==> config.mk <==
export PLATFORM = sky130hd
export DESIGN_NAME = fft_ctrl_flat
export DESIGN_NICKNAME = d
export VERILOG_FILES = /design/src/rtl/fft_ctrl_if.sv /design/src/rtl/fft_ctrl.sv /design/src/flat_wrapper.sv
export SDC_FILE = /design/constraint.sdc
export NUM_CORES = 1
export LEC_CHECK = 0
export CAP_MARGIN = 25
export CORE_ASPECT_RATIO = 0.7
export CORE_UTILIZATION = 50
export CTS_BUF_LIST = sky130_fd_sc_hd__clkbuf_2 sky130_fd_sc_hd__clkbuf_4 sky130_fd_sc_hd__clkbuf_8
export DETAILED_ROUTE_END_ITERATION = 12
export PLACE_DENSITY = 0.78
export SKIP_CTS_REPAIR_TIMING = 1
export SKIP_LAST_GASP = 1
export SLEW_MARGIN = 0
export SYNTH_ARGS = -nofsm -noshare
export SYNTH_HDL_FRONTEND = slang
export SYNTH_SLANG_ARGS = --single-unit
==> constraint.sdc <==
create_clock -name clk -period 3.8 [get_ports clk]
set_clock_uncertainty 0.05 [all_clocks]
set_input_delay 1.14 -clock clk [delete_from_list [all_inputs] [get_ports clk]]
set_output_delay 1.14 -clock clk [all_outputs]
set_load 0.1 [all_outputs]
==> src/rtl/fft_ctrl_if.sv <==
// -----------------------------------------------------------------------------
// fft_ctrl_if
//
// Purpose
//   Bundles the FFT sequencer's system handshake (start/busy/done) with its
//   RAM/ROM/butterfly-side strobes and addresses, so the controller and its
//   neighbours connect through a single port.
//
// Signals
//   start      : launch request (system -> controller)
//   busy       : high while a transform is in progress
//   done       : one-cycle completion pulse
//   rd_en      : read strobe for both ports of the working RAM
//   rd_addr_a  : port A read address (butterfly in1)
//   rd_addr_b  : port B read address (butterfly in2)
//   tw_addr    : twiddle ROM index j, ROM[j] = W_NFFT^j
//   wr_en      : write strobe for both RAM ports
//   wr_addr_a  : destination of butterfly out1
//   wr_addr_b  : destination of butterfly out2
//   stage      : current stage index (debug / datapath scaling select)
//
// Modports
//   master : the sequencer (drives everything except start)
//   slave  : system + datapath side (drives start, observes the rest)
// -----------------------------------------------------------------------------
interface fft_ctrl_if #(
    parameter int LOG2_NFFT = 5
);
    localparam int SW = $clog2(LOG2_NFFT) + 1;

    logic                 start;
    logic                 busy;
    logic                 done;
    logic                 rd_en;
    logic [LOG2_NFFT-1:0] rd_addr_a;
    logic [LOG2_NFFT-1:0] rd_addr_b;
    logic [LOG2_NFFT-2:0] tw_addr;
    logic                 wr_en;
    logic [LOG2_NFFT-1:0] wr_addr_a;
    logic [LOG2_NFFT-1:0] wr_addr_b;
    logic [SW-1:0]        stage;

    modport master (
        input  start,
        output busy,
        output done,
        output rd_en,
        output rd_addr_a,
        output rd_addr_b,
        output tw_addr,
        output wr_en,
        output wr_addr_a,
        output wr_addr_b,
        output stage
    );

    modport slave (
        output start,
        input  busy,
        input  done,
        input  rd_en,
        input  rd_addr_a,
        input  rd_addr_b,
        input  tw_addr,
        input  wr_en,
        input  wr_addr_a,
        input  wr_addr_b,
        input  stage
    );
endinterface

==> src/rtl/fft_ctrl.sv <==
// -----------------------------------------------------------------------------
// fft_ctrl
//
// Purpose
//   Sequencer for an in-place radix-2 decimation-in-time FFT. Walks every
//   stage s of an NFFT-point transform, issuing one butterfly per cycle:
//   a read-address pair plus twiddle index to the dual-port working RAM and
//   twiddle ROM, followed one cycle later by the matching write-back.
//   Input samples are expected in the RAM already in bit-reversed order.
//
// Ports
//   clk    : single clock, rising edge
//   rst_n  : asynchronous active-low reset
//   bus    : fft_ctrl_if.master (start in; busy/done, read/write strobes,
//            read/write addresses, twiddle index and stage out)
//
// Parameters
//   LOG2_NFFT : log2 of transform size, legal range 2..10
// -----------------------------------------------------------------------------
module fft_ctrl #(
    parameter int LOG2_NFFT = 5
) (
    input  logic         clk,
    input  logic         rst_n,
    fft_ctrl_if.master   bus
);

    localparam int AW = LOG2_NFFT;                 // RAM address width
    localparam int KW = LOG2_NFFT - 1;             // butterfly counter / twiddle width
    localparam int SW = $clog2(LOG2_NFFT) + 1;     // stage counter width

    localparam logic [KW-1:0] K_LAST = '1;                   // NFFT/2 - 1
    localparam logic [SW-1:0] S_LAST = SW'(LOG2_NFFT - 1);

    typedef enum logic [1:0] {
        ST_IDLE,
        ST_RUN,
        ST_GAP,
        ST_DONE
    } state_t;

    state_t        state_q, state_d;
    logic [SW-1:0] s_q, s_d;
    logic [KW-1:0] k_q, k_d;

    // Registered outputs and their next values
    logic          busy_q, busy_d;
    logic          done_q, done_d;
    logic          rd_en_q, rd_en_d;
    logic [AW-1:0] rd_addr_a_q, rd_addr_a_d;
    logic [AW-1:0] rd_addr_b_q, rd_addr_b_d;
    logic [KW-1:0] tw_addr_q, tw_addr_d;
    logic          wr_en_q;
    logic [AW-1:0] wr_addr_a_q;
    logic [AW-1:0] wr_addr_b_q;

    // -------------------------------------------------------------------------
    // Per-stage address candidates. Each stage has fixed shift amounts, so
    // every candidate is plain wiring on k; a final mux on the stage index
    // picks one. This avoids variable barrel shifters on the critical path.
    //   half = 2^s, pos = k mod half, grp = k >> s
    //   a    = grp*2*half + pos, b = a + half, tw = pos << (LOG2_NFFT-1-s)
    // -------------------------------------------------------------------------
    logic [LOG2_NFFT-1:0][AW-1:0] cand_a;
    logic [LOG2_NFFT-1:0][AW-1:0] cand_b;
    logic [LOG2_NFFT-1:0][KW-1:0] cand_tw;

    for (genvar gi = 0; gi < LOG2_NFFT; gi++) begin : g_stage
        localparam logic [KW-1:0] POS_MASK = KW'((1 << gi) - 1);
        localparam logic [AW-1:0] HALF     = AW'(1 << gi);

        logic [KW-1:0] pos;
        logic [KW-1:0] grp;

        assign pos = k_d & POS_MASK;
        assign grp = k_d >> gi;

        // pos < half, so OR-ing the fields is the same as adding them
        assign cand_a[gi]  = (AW'(grp) << (gi + 1)) | AW'(pos);
        assign cand_b[gi]  = cand_a[gi] | HALF;
        assign cand_tw[gi] = pos << (KW - gi);
    end

    // -------------------------------------------------------------------------
    // Next-state logic
    // -------------------------------------------------------------------------
    always_comb begin
        state_d = state_q;
        s_d     = s_q;
        k_d     = k_q;

        case (state_q)
            ST_IDLE: begin
                if (bus.start) begin
                    state_d = ST_RUN;
                    s_d     = '0;
                    k_d     = '0;
                end
            end
            ST_RUN: begin
                if (k_q == K_LAST) begin
                    state_d = ST_GAP;
                end else begin
                    k_d = k_q + 1'b1;
                end
            end
            ST_GAP: begin
                // One bubble lets the last write of this stage land before
                // the next stage can read that location.
                if (s_q == S_LAST) begin
                    state_d = ST_DONE;
                end else begin
                    state_d = ST_RUN;
                    s_d     = s_q + 1'b1;
                    k_d     = '0;
                end
            end
            ST_DONE: begin
                state_d = ST_IDLE;
            end
            default: begin
                state_d = ST_IDLE;
            end
        endcase
    end

    // -------------------------------------------------------------------------
    // Output decode from the next state, so every output is a flop and
    // reflects the state being entered on the same edge.
    // -------------------------------------------------------------------------
    always_comb begin
        rd_en_d     = (state_d == ST_RUN);
        busy_d      = (state_d == ST_RUN) || (state_d == ST_GAP);
        done_d      = (state_d == ST_DONE);
        rd_addr_a_d = '0;
        rd_addr_b_d = '0;
        tw_addr_d   = '0;

        if (rd_en_d) begin
            for (int i = 0; i < LOG2_NFFT; i++) begin
                if (s_d == SW'(i)) begin
                    rd_addr_a_d = cand_a[i];
                    rd_addr_b_d = cand_b[i];
                    tw_addr_d   = cand_tw[i];
                end
            end
        end
    end

    // -------------------------------------------------------------------------
    // State and output registers
    // -------------------------------------------------------------------------
    always_ff @(posedge clk or negedge rst_n) begin
        if (!rst_n) begin
            state_q     <= ST_IDLE;
            s_q         <= '0;
            k_q         <= '0;
            busy_q      <= 1'b0;
            done_q      <= 1'b0;
            rd_en_q     <= 1'b0;
            rd_addr_a_q <= '0;
            rd_addr_b_q <= '0;
            tw_addr_q   <= '0;
            wr_en_q     <= 1'b0;
            wr_addr_a_q <= '0;
            wr_addr_b_q <= '0;
        end else begin
            state_q     <= state_d;
            s_q         <= s_d;
            k_q         <= k_d;
            busy_q      <= busy_d;
            done_q      <= done_d;
            rd_en_q     <= rd_en_d;
            rd_addr_a_q <= rd_addr_a_d;
            rd_addr_b_q <= rd_addr_b_d;
            tw_addr_q   <= tw_addr_d;
            // RAM read latency is one cycle and the butterfly is
            // combinational, so write-back trails the read by one stage.
            wr_en_q     <= rd_en_q;
            wr_addr_a_q <= rd_addr_a_q;
            wr_addr_b_q <= rd_addr_b_q;
        end
    end

    assign bus.busy      = busy_q;
    assign bus.done      = done_q;
    assign bus.rd_en     = rd_en_q;
    assign bus.rd_addr_a = rd_addr_a_q;
    assign bus.rd_addr_b = rd_addr_b_q;
    assign bus.tw_addr   = tw_addr_q;
    assign bus.wr_en     = wr_en_q;
    assign bus.wr_addr_a = wr_addr_a_q;
    assign bus.wr_addr_b = wr_addr_b_q;
    assign bus.stage     = s_q;

endmodule

==> src/flat_wrapper.sv <==
// flat-port wrapper written by rule: the top's interface ports become plain ports
module fft_ctrl_flat 
#(
    parameter int LOG2_NFFT = 5
)
  (clk, rst_n, bus_start, bus_busy, bus_done, bus_rd_en, bus_rd_addr_a, bus_rd_addr_b, bus_tw_addr, bus_wr_en, bus_wr_addr_a, bus_wr_addr_b, bus_stage);
  fft_ctrl_if #(.LOG2_NFFT(LOG2_NFFT)) bus_i ();
  input  logic clk;
  input  logic rst_n;
  input wire logic [$bits(bus_i.start)-1:0] bus_start;
  output wire logic [$bits(bus_i.busy)-1:0] bus_busy;
  output wire logic [$bits(bus_i.done)-1:0] bus_done;
  output wire logic [$bits(bus_i.rd_en)-1:0] bus_rd_en;
  output wire logic [$bits(bus_i.rd_addr_a)-1:0] bus_rd_addr_a;
  output wire logic [$bits(bus_i.rd_addr_b)-1:0] bus_rd_addr_b;
  output wire logic [$bits(bus_i.tw_addr)-1:0] bus_tw_addr;
  output wire logic [$bits(bus_i.wr_en)-1:0] bus_wr_en;
  output wire logic [$bits(bus_i.wr_addr_a)-1:0] bus_wr_addr_a;
  output wire logic [$bits(bus_i.wr_addr_b)-1:0] bus_wr_addr_b;
  output wire logic [$bits(bus_i.stage)-1:0] bus_stage;
  assign bus_i.start = bus_start;
  assign bus_busy = bus_i.busy;
  assign bus_done = bus_i.done;
  assign bus_rd_en = bus_i.rd_en;
  assign bus_rd_addr_a = bus_i.rd_addr_a;
  assign bus_rd_addr_b = bus_i.rd_addr_b;
  assign bus_tw_addr = bus_i.tw_addr;
  assign bus_wr_en = bus_i.wr_en;
  assign bus_wr_addr_a = bus_i.wr_addr_a;
  assign bus_wr_addr_b = bus_i.wr_addr_b;
  assign bus_stage = bus_i.stage;
  fft_ctrl #(.LOG2_NFFT(LOG2_NFFT)) u_core (.clk(clk), .rst_n(rst_n), .bus(bus_i));
endmodule
==> flow_metrics.env, run 1 <==
export IMPL_outcome="completed"
export IMPL_ir_drop_v=0.000165
export IMPL_synth_ff_type="dfrtp_1"
export IMPL_synth_area_um2=1720
export IMPL_yosys_top_cells_count="38 x dfrtp_1, 13 x nand2_1, 9 x a21oi_1"
export IMPL_grt_antenna_before_repair=0
export IMPL_avgViaCountPerCell=5.51
export IMPL_synth_edff_count=0
export IMPL_synth_top_area_share_pct=55.4
export IMPL_critPathCaptureType="flop"
export IMPL_use_met1_pct=28.9
export IMPL_drive_gt1_share_pct=30.5
export IMPL_wl_um=3510
export IMPL_synthCells=148
export IMPL_die_x_um=72.1
export IMPL_drtAntennaViolNets=0
export IMPL_finalNetCount=194
export IMPL_power_net_switching_uw=141
export IMPL_root_buffer="clkbuf_8"
export IMPL_fillers=252
export IMPL_gp_congestion=0.883
export IMPL_max_cap_viol_count=0
export IMPL_wl_per_cell_um=15.0
export IMPL_num_vias=1290
export IMPL_drc=0
export IMPL_path_class="in2reg"
export IMPL_final_period_utilization_pct=80.7
export IMPL_pwr_share_comb_pct=1.3
export IMPL_path_buf_inv=1
export IMPL_top_level_ports=35
export IMPL_start_util_pct=53.5
export IMPL_tns_ns=0
export IMPL_track_usage_pct=21.7
export IMPL_drt_pass1_iterations=4
export IMPL_hpwl_um=2590
export IMPL_critPathLaunchType="input pin"
export IMPL_worstPathCellList="clkdlybuf4s50_1 > o21bai_2 > o21ai_1 > ha_1 > a21boi_1 > a21boi_0 > o41ai_4 > a31oi_1"
export IMPL_p_sw_share_pct=20.1
export IMPL_post_synth_top_count_cell="dfrtp_1"
export IMPL_power_share_clock_pct=40.9
export IMPL_startpoint="bus_start"
export IMPL_setup_viol=0
export IMPL_grt_pass1_vias=1184
export IMPL_yosys_area_top_type="dfrtp_1"
export IMPL_ys_seq_area_share_pct=55.4
export IMPL_crit_fanout=7
export IMPL_rows=17
export IMPL_yosys_register_bits=38
export IMPL_slowest_delay_ns=0.53
export IMPL_yosysWarningCount=0
export IMPL_die_area_um2=3680
export IMPL_core_um2=3210
export IMPL_rsz0062_at_grt="false"
export IMPL_clk_path_buf_depth=2
export IMPL_worst_r2r_startpoint="u_core.k_q[0]"
export IMPL_crit_required_ns=3.96
export IMPL_fmax_ghz=0.326
export IMPL_hold_start="u_core.bus.rd_addr_b[2]"
export IMPL_p_per_area_nw_per_um2=331
export IMPL_busiest_layer="met2"
export IMPL_slew_headroom_pct=46.2
export IMPL_multi_input_area_um2=711
export IMPL_hp_class="reg2reg"
export IMPL_seqPwrFrac_pct=57.8
export IMPL_seqCellArea_um2=951
export IMPL_port_buffers=34
export IMPL_grt_overflow_total=0
export IMPL_synth_distinct_cells=48
export IMPL_clkLatencyLatePin_ns=0.29
export IMPL_slew_viol_final=0
export IMPL_p_int_uw=559
export IMPL_worst_pin_slew_ns=0.808
export IMPL_synth_async_reset_ratio_pct=100
export IMPL_synth_nets=156
export IMPL_grt_use_met3_pct=8.28
export IMPL_grt_max_degree=39
export IMPL_area_growth_pct=22.9
export IMPL_grt_first_pass_wirelength_um=5780
export IMPL_final_core_util_pct=65.8
export IMPL_hold_viol=0
export IMPL_gr_usage_met2_pct=33.3
export IMPL_die_y_um=51.0
export IMPL_cts_buffers=5
export IMPL_clk_pin_slew_ns=0.07
export IMPL_cp_slowest_cell="clkdlybuf4s50_1"
export IMPL_synth_area_leaders="dfrtp_1 55%, ha_1 3.6%, nand2_1 2.8%"
export IMPL_avgSynthCellArea_um2=11.6
export IMPL_cts_num_sinks=38
export IMPL_cts_tree="done"
export IMPL_drt_initial_drc_count=83
export IMPL_cpLargestDelayFamily="compound AO/OA/AOI/OAI gates"
export IMPL_leakagePower_nw=1.10
export IMPL_fin_crit_ns=3.07
export IMPL_cp_arrival_ns=3.22
export IMPL_h_tree_depth=2
export IMPL_n_antenna_cell=0
## cells in the final DEF, fill, tap and decap left out, drive strengths merged
cell type      synthesis  final
xnor2                  1      1
clkbuf                 0      7
a21oi                  9      9
a21boi                 2      2
nor3                   2      2
a21o                   1      1
dfrtp                 38     38
and3b                  1      1
mux2                   2      2
and4b                  2      2
a22oi                  2      2
or3                    1      1
a32oi                  1      1
inv                    8      8
nand2b                 4      4
nand3                  9      9
nand3b                 2      2
o21a                   1      1
clkdlybuf4s50          0      1
o2111ai                1      1
o41ai                  1      1
and2                   2      2
nor2b                  3      3
nand2                 14     14
o22ai                  1      1
clkinv                 1      2
nor3b                  2      2
buf                    3     33
o21ai                  5      5
a31oi                  6      6
o21bai                 1      1
or3b                   1      1
and3                   1      1
mux2i                  2      2
o211ai                 3      3
nor2                   6      6
o221ai                 1      1
o32a                   1      1
nand4                  2      2
ha                     5      5
## final cells by class
type / count / area share (%)
sequential: 38 / 45.0
clock inverter: 1 / 0.237
inverter: 9 / 1.95
clock buffer: 7 / 4.27
timing repair buffer: 34 / 12.1
tap: 47 / 2.78
multi-input combinational: 98 / 33.6
## power by group through the flow
stage	clock (mW)	sequential, mW	combinational (mW)
global placement	0	0.412	0.00956
finish	0.286	0.404	0.00926
floorplan	0	0.412	0.000157
CTS	0.295	0.404	0.0102
global route	0.308	0.404	0.0114
detailed placement	0	0.412	0.0100
## layer usage
metal  share of wire (%)  wire [um]
met5                   0          0
met2                  48       1700
met1                  45       1580
met3                 6.0        209
met4                0.66         23
## path summary, 6_finish.rpt
path / end / slack, ns / depth (start not counted)
min reg2reg: u_core.bus.wr_addr_b[2] / 0.33 / 0
max reg2reg: u_core.bus.tw_addr[3] / 1.29 / 8
max in group asynchronous: u_core.bus.tw_addr[0] / 2.30 / 1
max: u_core.bus.tw_addr[3] / 0.73 / 8
min in group asynchronous: u_core.bus.wr_addr_a[2] / 0.89 / 1
min: u_core.bus.wr_addr_b[2] / 0.33 / 0
## registers in the layout, indices dropped and copies added, names as in the netlist
register / count
u_core.bus.wr_en: 1
u_core.bus.wr_addr_a: 5
u_core.bus.busy: 1
u_core.bus.wr_addr_b: 5
u_core.bus.tw_addr: 4
u_core.bus.done: 1
u_core.state_q: 2
u_core.bus.rd_en: 1
u_core.bus.stage: 4
u_core.bus.rd_addr_a: 5
u_core.k_q: 4
u_core.bus.rd_addr_b: 5
## worst reg2reg max path: cells and delay by family, from the launching register on
kind | cells | cell delay [ns]
compound gates | 5 | 1.23
simple gates | 1 | 0.24
fa+ha+maj | 2 | 0.47
flops | 1 | 0.43
## stage by stage
step	cells	total power, mW	hold slack, ns	instance area (um2)	setup WS (ns)
global route	234	0.724	0.345	2110	0.515
floorplan	148	0.412	0.554	1720	0.917
global placement	226	0.422	0.311	2020	0.503
CTS	234	0.709	0.329	2110	0.705
finish	234	0.700	0.326	2110	0.734
detailed placement	226	0.422	0.313	2020	0.404
## cell families after synthesis
group,Yosys count,synth area share [%]
and+or+nand+nor,52,18.0
adders and majority gates,5,3.64
AOI/OAI and AO/OA,36,16.0
muxes,4,3.20
xor gates and xnor gates,1,0.510
buffers and inverters,12,3.28
DFF,38,55.4
No activity file was read; power rests on OpenSTA's default activity.
==> run 2: changes to the inputs <==
==> constraint.sdc (replaced) <==
create_clock -name clk -period 3 [get_ports clk]
set_clock_uncertainty 0.05 [all_clocks]
set_input_delay 0.9 -clock clk [delete_from_list [all_inputs] [get_ports clk]]
set_output_delay 0.9 -clock clk [all_outputs]
set_load 0.1 [all_outputs]
==> run 2 against run 1 <==
Net effect:
- count of clock-buffer cells in the layout is 1 lower
- cell count is 1.7% higher
- final area is 1.4% higher
- worst hold slack hardly changed
- register-to-register slack worse by 0.71 ns
- utilization is 0.93 points higher
- setup slack worse by 0.32 ns
- largest power group unchanged
- highest routed layer unchanged
==> flow_metrics.env, run 2 (synthesized netlist as in run 1, its figures left out) <==
export IMPL_drive_gt1_share_pct=31.9
export IMPL_h_tree_depth=2
export IMPL_clk_path_buf_depth=2
export IMPL_final_cell_mix="38 x dfrtp_1, 36 x buf_4, 13 x nand2_1, 9 x a21oi_1"
export IMPL_crit_required_ns=3.11
export IMPL_p_per_area_nw_per_um2=415
export IMPL_rsz0062_at_grt="false"
export IMPL_grt_overflow_total=0
export IMPL_final_period_utilization_pct=86.1
export IMPL_place_inst=230
export IMPL_ir_drop_v=0.000318
export IMPL_critPathLaunchType="input pin"
export IMPL_n_antenna_cell=0
export IMPL_fillers=247
export IMPL_setup_viol=0
export IMPL_setup_ws_ns=0.418
export IMPL_slew_headroom_pct=46.1
export IMPL_outcome="completed"
export IMPL_grt_first_pass_wirelength_um=6200
export IMPL_rows=17
export IMPL_leakagePower_nw=1.11
export IMPL_final_area_um2=2140
export IMPL_start_util_pct=53.5
export IMPL_final_common_cell="dfrtp_1"
export IMPL_hpwl_um=2730
export IMPL_gp_congestion=0.902
export IMPL_die_area_um2=3680
export IMPL_area_growth_pct=24.7
export IMPL_hp_class="reg2reg"
export IMPL_min_path_cells=0
export IMPL_rrSetupSlack_ns=0.58
export IMPL_cts_num_sinks=38
export IMPL_wl_per_cell_um=15.7
export IMPL_drtAntennaViolNets=0
export IMPL_drt_pass1_iterations=4
export IMPL_top_level_ports=35
export IMPL_final_core_util_pct=66.7
export IMPL_avgViaCountPerCell=5.68
export IMPL_root_buffer="clkbuf_8"
export IMPL_tns_ns=0
export IMPL_finalNetCount=198
export IMPL_fin_crit_ns=2.58
export IMPL_worst_pin_slew_ns=0.808
export IMPL_worstReg2RegEnd="u_core.bus.tw_addr[3]"
export IMPL_fin_cells=238
export IMPL_crit_fanout=12
export IMPL_cts_buffers=5
export IMPL_grt_max_degree=39
export IMPL_cp_arrival_ns=2.70
export IMPL_num_vias=1351
export IMPL_grt_pass1_vias=1313
export IMPL_wl_um=3730
export IMPL_slew_viol_final=0
export IMPL_clk_pin_slew_ns=0.07
export IMPL_core_um2=3210
export IMPL_die_x_um=72.1
export IMPL_fmax_ghz=0.387
export IMPL_reg2reg_depth=10
export IMPL_pre_cts_ws_ns=0.135
export IMPL_path_class="in2reg"
export IMPL_min_to="u_core.bus.wr_addr_a[2]"
export IMPL_hold_start="u_core.bus.rd_addr_a[2]"
export IMPL_p_total_uw=890
export IMPL_cts_tree="done"
export IMPL_critPathCaptureType="flop"
export IMPL_track_usage_pct=23.1
export IMPL_drc=0
export IMPL_hold_viol=0
export IMPL_grt_antenna_before_repair=0
export IMPL_worst_r2r_startpoint="u_core.bus.stage[0]"
export IMPL_drt_initial_drc_count=95
export IMPL_placed_area_um2=2050
export IMPL_holdWs_ns=0.326
export IMPL_max_cap_viol_count=0
export IMPL_port_buffers=34
export IMPL_clkLatencyLatePin_ns=0.29
export IMPL_die_y_um=51.0
## run 2: changes by cell type in the layout (fill, tap and decap cells not counted)
cell,change
clkinvlp_4,+1
buf_4,+4
clkbuf_4,-1
## run 2: routing by layer
metal	vias up	global-route usage [%]	wire [um]
met3	11	7.69	285
met2	62	37.4	1810
li1	615	-	-
met5	-	0	0
met4	0	10.1	68
met1	663	28.3	1560
## run 2: area by class of cell
cell class	count	area, um2	share of cell area, %
clock buffers	6	82.6	3.86
clock inverters	2	12.5	0.584
inverters	9	41.3	1.93
multi-input cells	98	711	33.2
flip-flops and latches	38	951	44.4
well taps	47	58.8	2.75
repair buffers	38	285	13.3
## run 2: worst max path at each step
stage / startpoint / to / slack (ns) / depth (start not counted)
6_report: bus_start / u_core.bus.tw_addr[3] / 0.42 / 7
5_1_grt: bus_start / u_core.bus.rd_addr_b[3] / 0.26 / 7
4_1_cts: bus_start / u_core.bus.tw_addr[3] / 0.43 / 7
3_5_place_dp: bus_start / u_core.bus.tw_addr[3] / 0.14 / 7
3_3_place_gp: bus_start / u_core.bus.tw_addr[3] / 0.20 / 7
2_1_floorplan: u_core.bus.stage[0] / u_core.bus.tw_addr[3] / 0.12 / 9
## run 2: worst max-delay path, stage by stage
cell and delay (ns):
clkdlybuf4s50_1 0.53, nor3b_1 0.32, a21oi_1 0.10, nand2_1 0.38
inv_1 0.21, nand2_2 0.16, a31oi_1 0.09
## run 2: power by group
group          switching [mW]  internal, mW  total, mW  leakage [nW]
combinational         0.00992       0.00182     0.0117         0.579
sequential                  0         0.512      0.512         0.485
clock                   0.181         0.185      0.366        0.0472
==> run 3: changes to the inputs <==
--- a/config.mk
+++ b/config.mk
@@ -6,11 +6,13 @@
 export NUM_CORES = 1
 export LEC_CHECK = 0
 export CAP_MARGIN = 25
+export CELL_PAD_IN_SITES_DETAIL_PLACEMENT = 1
+export CELL_PAD_IN_SITES_GLOBAL_PLACEMENT = 1
 export CORE_ASPECT_RATIO = 0.7
-export CORE_UTILIZATION = 50
+export CORE_UTILIZATION = 45
 export CTS_BUF_LIST = sky130_fd_sc_hd__clkbuf_2 sky130_fd_sc_hd__clkbuf_4 sky130_fd_sc_hd__clkbuf_8
 export DETAILED_ROUTE_END_ITERATION = 12
-export PLACE_DENSITY = 0.78
+export PLACE_DENSITY_LB_ADDON = 0.1
 export SKIP_CTS_REPAIR_TIMING = 1
 export SKIP_LAST_GASP = 1
 export SLEW_MARGIN = 0
==> constraint.sdc (replaced) <==
create_clock -name clk -period 3.3 [get_ports clk]
set_clock_uncertainty 0.05 [all_clocks]
set_input_delay 0.99 -clock clk [delete_from_list [all_inputs] [get_ports clk]]
set_output_delay 0.99 -clock clk [all_outputs]
set_load 0.1 [all_outputs]
==> run 3 against run 2 <==
Net effect:
- via count down 0.30%
- register-to-register slack better by 0.06 ns
- critical path depth up 1
- clock power down 10%
- first-iteration DRC count down 43%
- critical path type unchanged
- highest routed layer unchanged
==> flow_metrics.env, run 3 (synthesized netlist as in run 1, its figures left out) <==
export IMPL_crit_fanout=7
export IMPL_outcome="completed"
export IMPL_drt_initial_drc_count=54
export IMPL_critPathLaunchType="input pin"
export IMPL_drt_pass1_iterations=4
export IMPL_worst_r2r_startpoint="u_core.bus.stage[0]"
export IMPL_startpoint="bus_start"
export IMPL_avgViaCountPerCell=5.66
export IMPL_min_path_cells=0
export IMPL_finalNetCount=195
export IMPL_critPathCaptureType="flop"
export IMPL_grt_max_degree=39
export IMPL_max_cap_viol_count=0
export IMPL_seqCellArea_um2=951
export IMPL_pre_cts_ws_ns=0.122
export IMPL_hpwl_um=3060
export IMPL_cp_arrival_ns=3.06
export IMPL_placed_area_um2=2030
export IMPL_clk_path_buf_depth=2
export IMPL_wl_um=4150
export IMPL_crit_required_ns=3.46
export IMPL_fmax_ghz=0.345
export IMPL_power_net_switching_uw=170
export IMPL_rsz0062_at_grt="false"
export IMPL_clkLatencyLatePin_ns=0.30
export IMPL_grt_pass1_vias=1287
export IMPL_grt_first_pass_wirelength_um=6510
export IMPL_final_period_utilization_pct=87.8
export IMPL_setup_viol=0
export IMPL_slew_headroom_pct=46.5
export IMPL_hold_viol=0
export IMPL_multi_input_area_um2=711
export IMPL_drtAntennaViolNets=0
export IMPL_root_buffer="clkbuf_8"
export IMPL_cts_tree="done"
export IMPL_path_class="in2reg"
export IMPL_track_usage_pct=23.6
export IMPL_ir_drop_v=0.000254
export IMPL_hp_class="reg2reg"
export IMPL_pwr_share_comb_pct=1.3
export IMPL_slew_viol_final=0
export IMPL_p_per_area_nw_per_um2=379
export IMPL_reg2reg_depth=9
export IMPL_drc=0
export IMPL_die_y_um=53.7
export IMPL_die_area_um2=4070
export IMPL_worst_pin_slew_ns=0.803
export IMPL_top_level_ports=35
export IMPL_start_util_pct=48.0
export IMPL_p_sw_share_pct=21.1
export IMPL_wl_per_cell_um=17.5
export IMPL_grt_overflow_total=0
export IMPL_holdWs_ns=0.327
export IMPL_fin_crit_ns=2.90
export IMPL_area_growth_pct=23.6
export IMPL_num_vias=1347
export IMPL_p_int_uw=635
export IMPL_setup_ws_ns=0.401
export IMPL_cts_buffers=5
export IMPL_die_x_um=75.9
export IMPL_power_share_clock_pct=40.8
export IMPL_cts_num_sinks=38
export IMPL_leakagePower_nw=1.10
export IMPL_seqPwrFrac_pct=57.9
export IMPL_fillers=387
export IMPL_grt_antenna_before_repair=0
export IMPL_rows=18
export IMPL_final_cell_mix="38 x dfrtp_1, 33 x buf_4, 13 x nand2_1, 9 x a21oi_1"
export IMPL_gp_congestion=0.867
export IMPL_final_common_cell="dfrtp_1"
export IMPL_core_um2=3580
export IMPL_clk_pin_slew_ns=0.07
export IMPL_h_tree_depth=2
export IMPL_hold_start="u_core.bus.rd_addr_b[1]"
export IMPL_drive_gt1_share_pct=30.9
export IMPL_port_buffers=34
export IMPL_final_area_um2=2120
export IMPL_n_antenna_cell=0
export IMPL_tns_ns=0
==> run 3: changes by cell type in the layout (fill, tap and decap cells not counted) <==
cell   previous run  this run
buf_4            36        33
==> run 3: worst paths after layout <==
check                      slack (ns)                 endpoint
max                              0.40  u_core.bus.rd_addr_b[3]
min                              0.33  u_core.bus.wr_addr_b[1]
max reg2reg                      0.64  u_core.bus.rd_addr_b[3]
min reg2reg                      0.33  u_core.bus.wr_addr_b[1]
max in group asynchronous        1.96            u_core.k_q[1]
min in group asynchronous        0.72         u_core.bus.wr_en
==> run 3: per-layer routing <==
layer,GRT usage [%],part of all wire [%],wire length (um),vias to the layer above
li1,-,-,-,611
met1,31.7,47,1960,685
met2,34.7,45,1880,39
met3,6.55,4.9,202,12
met4,13.0,2.7,112,0
met5,0,0,0,-
==> run 3: power groups by stage <==
| stage | sequential [mW] | combinational (mW) | clock (mW) |
|---|---|---|---|
| final | 0.466 | 0.0107 | 0.328 |
| after global routing | 0.465 | 0.0130 | 0.354 |
| after CTS | 0.465 | 0.0117 | 0.340 |
| after detailed placement | 0.474 | 0.0118 | 0 |
| after global placement | 0.474 | 0.0111 | 0 |
| after floorplan | 0.475 | 0.000181 | 0 |
==> run 3: critical path, stage by stage <==
cell and delay (ns):
clkdlybuf4s50_1 0.54, o21bai_2 0.15, o21ai_1 0.17, ha_1 0.21
a21boi_1 0.19, a21boi_0 0.45, o41ai_4 0.18, a21oi_1 0.18
==> run 3: area by class of cell <==
class / count / share of cell area (%)
Timing Repair Buffer: 35 / 12.4
Clock inverter: 2 / 0.589
Inverter: 9 / 1.94
Clock buffer: 6 / 3.89
Tap cell: 50 / 2.95
Multi-Input combinational cell: 98 / 33.5
Sequential cell: 38 / 44.8
==> run 3: through the flow <==
step                      power [mW]  util, %  instances
after floorplan                0.475        -        148
after global placement         0.486     56.6        230
after detailed placement       0.486     56.6        230
after CTS                      0.817     59.3        238
after global routing           0.832     59.3        238
final                          0.804     59.3        238
